$ cat src/rtl/fifo_wr_arbiter_pkg.sv
// rtl/fifo_wr_arbiter_pkg.sv - shared FIFO geometry, arbiter state encoding and sizing helper
package fifo_wr_arbiter_pkg;

    localparam int FIFO_DATA_W   = 16;
    localparam int FIFO_DEPTH    = 16;
    localparam int FIFO_FULL_LVL = 15;

    typedef enum logic {
        ST_IDLE  = 1'b0,
        ST_BURST = 1'b1
    } arb_state_t;

    // Burst counter only needs to reach MAX_BURST-1; keep at least one bit.
    function automatic int cnt_width(input int max_burst);
        return (max_burst > 1) ? $clog2(max_burst) : 1;
    endfunction

endpackage

$ cat src/rtl/fifo_wr_arbiter_rr_pick.sv
// rtl/fifo_wr_arbiter_rr_pick.sv - combinational round-robin selector (req, rr_ptr) -> (any, idx)
module fifo_wr_arbiter_rr_pick #(
    parameter int N_REQ = 4,
    parameter int IDX_W = 2
) (
    input  logic [N_REQ-1:0] req,
    input  logic [IDX_W-1:0] rr_ptr,
    output logic             any,
    output logic [IDX_W-1:0] idx
);

    // Scan downward so the requester closest to rr_ptr is assigned last and wins.
    always_comb begin
        any = |req;
        idx = '0;
        for (int k = N_REQ - 1; k >= 0; k--) begin
            if (req[(int'(rr_ptr) + k) % N_REQ]) begin
                idx = IDX_W'((int'(rr_ptr) + k) % N_REQ);
            end
        end
    end

endmodule

$ cat src/rtl/fifo_wr_arbiter.sv
// rtl/fifo_wr_arbiter.sv - round-robin burst arbiter for the FIFO write port
module fifo_wr_arbiter
    import fifo_wr_arbiter_pkg::*;
#(
    parameter int N_REQ     = 4,
    parameter int DATA_W    = FIFO_DATA_W,
    parameter int MAX_BURST = 4,
    parameter int IDX_W     = 2
) (
    input  logic                    clock,
    input  logic                    reset,
    input  logic [N_REQ-1:0]        req,
    input  logic [N_REQ*DATA_W-1:0] data,
    output logic [N_REQ-1:0]        ack,
    input  logic                    fifo_full,
    output logic                    fifo_write,
    output logic [DATA_W-1:0]       fifo_wdata,
    output logic [IDX_W-1:0]        owner,
    output logic                    busy
);

    localparam int CNT_W = cnt_width(MAX_BURST);

    arb_state_t       state, state_nxt;
    logic [IDX_W-1:0] owner_nxt;
    logic [IDX_W-1:0] rr_ptr, rr_ptr_nxt;
    logic [CNT_W-1:0] burst_cnt, burst_cnt_nxt;
    logic [IDX_W-1:0] pick_idx;
    logic             pick_any;
    logic             owner_req;
    logic             write_en;
    logic             release_now;
    logic [DATA_W-1:0] owner_data;
    logic [IDX_W-1:0] owner_succ;

    fifo_wr_arbiter_rr_pick #(
        .N_REQ (N_REQ),
        .IDX_W (IDX_W)
    ) u_rr_pick (
        .req    (req),
        .rr_ptr (rr_ptr),
        .any    (pick_any),
        .idx    (pick_idx)
    );

    assign owner_req   = req[owner];
    assign owner_data  = data[owner*DATA_W +: DATA_W];
    assign owner_succ  = (owner == IDX_W'(N_REQ - 1)) ? '0 : owner + 1'b1;
    assign write_en    = (state == ST_BURST) && owner_req && !fifo_full;
    assign release_now = (state == ST_BURST) &&
                         (!owner_req || (write_en && burst_cnt == CNT_W'(MAX_BURST - 1)));

    always_ff @(posedge clock) begin
        if (reset) begin
            state     <= ST_IDLE;
            owner     <= '0;
            rr_ptr    <= '0;
            burst_cnt <= '0;
        end else begin
            state     <= state_nxt;
            owner     <= owner_nxt;
            rr_ptr    <= rr_ptr_nxt;
            burst_cnt <= burst_cnt_nxt;
        end
    end

    always_comb begin
        state_nxt     = state;
        owner_nxt     = owner;
        rr_ptr_nxt    = rr_ptr;
        burst_cnt_nxt = burst_cnt;
        case (state)
            ST_IDLE: begin
                if (pick_any) begin
                    owner_nxt     = pick_idx;
                    burst_cnt_nxt = '0;
                    state_nxt     = ST_BURST;
                end
            end
            ST_BURST: begin
                if (release_now) begin
                    state_nxt     = ST_IDLE;
                    rr_ptr_nxt    = owner_succ;
                    burst_cnt_nxt = '0;
                end else if (write_en) begin
                    burst_cnt_nxt = burst_cnt + 1'b1;
                end
            end
            default: state_nxt = ST_IDLE;
        endcase
    end

    // Gating with reset guarantees no word is acked in a cycle whose state update is discarded.
    assign fifo_write = write_en && !reset;
    assign busy       = (state == ST_BURST) && !reset;
    assign fifo_wdata = fifo_write ? owner_data : '0;

    always_comb begin
        ack = '0;
        if (fifo_write) begin
            ack[owner] = 1'b1;
        end
    end

endmodule

$ cat config.mk
export PLATFORM = sky130hd
export DESIGN_NAME = fifo_wr_arbiter
export DESIGN_NICKNAME = d
export VERILOG_FILES = /design/src/rtl/fifo_wr_arbiter_pkg.sv /design/src/rtl/fifo_wr_arbiter_rr_pick.sv /design/src/rtl/fifo_wr_arbiter.sv
export SDC_FILE = /design/constraint.sdc
export NUM_CORES = 1
export LEC_CHECK = 0
export CORE_MARGIN = 8
export CORE_UTILIZATION = 28
export DETAILED_ROUTE_END_ITERATION = 12
export PLACE_DENSITY_LB_ADDON = 0.3
export SLEW_MARGIN = 20
export SYNTH_ARGS = -nofsm -noshare
export SYNTH_HDL_FRONTEND = slang
export SYNTH_SLANG_ARGS = --single-unit
$ cat constraint.sdc
create_clock -name clock -period 1.55 [get_ports clock]
set_clock_uncertainty 0.05 [all_clocks]
set_input_delay 0.155 -clock clock [delete_from_list [all_inputs] [get_ports clock]]
set_output_delay 0.155 -clock clock [all_outputs]
set_load 0.01 [all_outputs]
==> results.toml <==
[die]
io_pins = 95
die_h_um = 76.4
die_w_um = 76.4
initial_core_util_pct = 28.5
core_mm2 = 0.00358
dieArea_mm2 = 0.00583
rows = 22

[pwr]
intPower_w = 0.000656
power_switching_w = 0.000227
comb_power_share_pct = 58.4
p_seq_share_pct = 22.9
p_clk_share_pct = 18.6
peakVddDrop_mv = 0.549
p_sw_share_pct = 25.7
power.leakage_nw = 0.930
pwr_density_cell_mw_per_mm2 = 398

[layout]
layout-drive-gt1-share_pct = 35.2
final_cells = 258
insertedDiodeCount = 0
final_nets = 287
final_common_cell = "clkdlybuf4s50_1"
area_growth_pct = 117
layout_common_cells = "clkdlybuf4s50_1 (71), nor2b_1 (17), buf_2 (15), buf_4 (14), mux4_2 (13)"

[grt]
grt_pass1_wl_um = 6580
grtUsageTotal_pct = 13.7
overflow = 0
antenna_found_initial = 0
first_global_vias = 1328
grt_max_degree = 22

[place]
dp_hpwl_um = 3600
place_congestion = 0.820
post-place-ws_ns = -0.598
port_buffers = 94
placed_cells = 247

[sta]
setup_tns_ns = -6.63
fmax_mhz = 535
finalCritPeriodShare_pct = 121
worst_slew_pin_slew_ns = 0.249
worst_slew_margin_rel_pct = 83.4
finalCriticalPeriod_ns = 1.87
finalSetupViolCount = 27
hold_viol_final = 0
rsz0062_at_grt = "yes"
layout_setup_ws_ns = -0.321
maxSlewViolCount = 0

[synthesis]
synthCells = 93
synthSimpleGateAreaFrac_pct = 22.9
netlist_area_mm2 = 0.00102
synth-seq-cells = 7
synth_adder_area_share_pct = 6.13
synth_top_family_by_area = "multiplexers"
ys_seq_area_share_pct = 13.7
ys_types = 26
synth_compound_area_share_pct = 8.95
synthMuxAreaShare_pct = 42.8
synth_xor_area_share_pct = 0
syn_avg_cell_area_um2 = 11.0
ys_warn_count = 0
syn-num-nets = 169

[clock_network]
clk_pin_slew_ns = 0.05
worstSkewPairLatency_ns = 0.25
cts_root_buffer = "clkbuf_4"
ctsLongestPathBuffers = 2
numCtsBuffers = 3
cts_hold_buf = 0
tritoncts = "done"
cts_sinks = 7
cts_max_level = 1

[worst_setup_path]
cp_data_required_time_ns = 1.34
slowest_stage = "mux4_2"
max_stage_delay_ns = 0.53
cp_common_cell = "buf_6"
critical_path_class = "reg2out"
crit_chain = "mux4_2 -> nand3b_4 -> buf_6 -> inv_4 -> and2_4 -> buf_6"
cp_max_fo = 5
worstPathArrival_ns = 1.67
startpoint_type = "flop"
crit_family = "multiplexers"
crit_path_end_kind = "output pin"
crit_buf_inv = 3

[route]
first_pass_iters = 4
drt-initial-drc-count = 30
drc_errors = 0
via_count = 1214
via_per_inst = 4.71
drt_wl_total_um = 4220
routedWlPerCell_um = 16.3
ant_nets = 0

[status]
run_status = "finished with violations"
violations = "setup timing"

[hold_path]
hp-class = "reg2reg"

[job]
drv_cap = 0
layer usage:
metal  routed length (um)  track usage, %  part of all wire (%)  vias to the layer above
met4                   42            1.92                   1.0                        0
met3                  467            5.19                    11                        4
met5                    0               0                     0                        -
li1                     -               -                     -                      591
met2                 2080            24.9                    49                       68
met1                 1630            15.0                    39                      551
Yosys cell counts:
cell type,n,area [um^2]
a2111o_1,1,11.3
a21boi_4,1,18.8
a21oi_1,6,30.0
a22o_1,1,8.76
and2_1,4,25.0
buf_2,3,15.0
buf_4,1,7.51
buf_6,1,11.3
dfxtp_1,7,140
ha_1,5,62.6
inv_1,6,22.5
mux2_2,1,11.3
mux2i_1,2,20.0
mux4_1,6,158
mux4_2,11,248
nand2b_1,5,31.3
nand3_1,1,5.00
nand3b_4,1,20.0
nor2_1,4,15.0
nor2_2,1,6.26
nor2b_1,18,113
nor3_1,1,5.00
nor4_1,1,6.26
o21ai_0,2,10.0
o22ai_1,2,12.5
or4_1,1,7.51
per-stage QoR:
stage | total power, W | hold WS, ns | area, um^2 | utilization (%)
2_1_floorplan | 0.000414 | 0.164 | 1040 | -
3_3_place_gp | 0.000692 | 0.414 | 2180 | 60.9
3_5_place_dp | 0.000706 | 0.420 | 2180 | 60.9
4_1_cts | 0.000879 | 0.440 | 2200 | 61.4
5_1_grt | 0.000936 | 0.450 | 2220 | 62.0
6_report | 0.000883 | 0.434 | 2220 | 62.0
logic make-up (layout without fill, tap and decap cells):
family,Yosys count,in the layout
AND/OR/NAND/NOR,37,37
multiplexers,20,20
AO/OA/AOI/OAI,13,13
buffers and inverters,11,128
flip-flops,7,7
adder cells (fa/ha/maj),5,5
power groups by stage:
| stage | combinational (W) | clock [W] | sequential [W] |
|---|---|---|---|
| 5_1_grt | 0.000550 | 0.000183 | 0.000204 |
| 2_1_floorplan | 0.000205 | 0 | 0.000209 |
| 3_3_place_gp | 0.000486 | 0 | 0.000207 |
| 3_5_place_dp | 0.000498 | 0 | 0.000208 |
| 6_report | 0.000516 | 0.000165 | 0.000202 |
| 4_1_cts | 0.000506 | 0.000171 | 0.000202 |
what timing repair did:
item | 4_1_cts | 5_1_grt
buffers inserted | 5 | 3
cloned | 0 | 0
resized for setup | 98 | 7
setup endpoints to repair | 28 | 27
hold endpoints to repair | 0 | 0
pin swaps | 1 | 6
sequential cells by signal, summed over array words and instances, names as in the netlist:
signal	flops
burst_cnt	2
owner	2
rr_ptr	2
state	1
final timing paths:
check | cells past startpoint | from | slack, ns | endpoint
hold / removal | 1 | burst_cnt[1]$_SDFFE_PP0P_ | 0.43 | burst_cnt[1]$_SDFFE_PP0P_
setup reg to reg | 6 | owner[1]$_SDFFE_PP0P_ | -0.23 | rr_ptr[0]$_SDFFE_PP0P_
setup / recovery | 6 | owner[1]$_SDFFE_PP0P_ | -0.32 | ack[3]
hold reg to reg | 1 | burst_cnt[1]$_SDFFE_PP0P_ | 0.43 | burst_cnt[1]$_SDFFE_PP0P_
layout make-up:
type	instances	area (um^2)
inverter	6	25.0
clock buffer	4	26.3
timing repair buffer	118	1120
tap	48	60.1
sequential	7	148
fill	304	1360
multi-input combinational	75	842
Note: power is estimated with default switching activity, not from simulation.
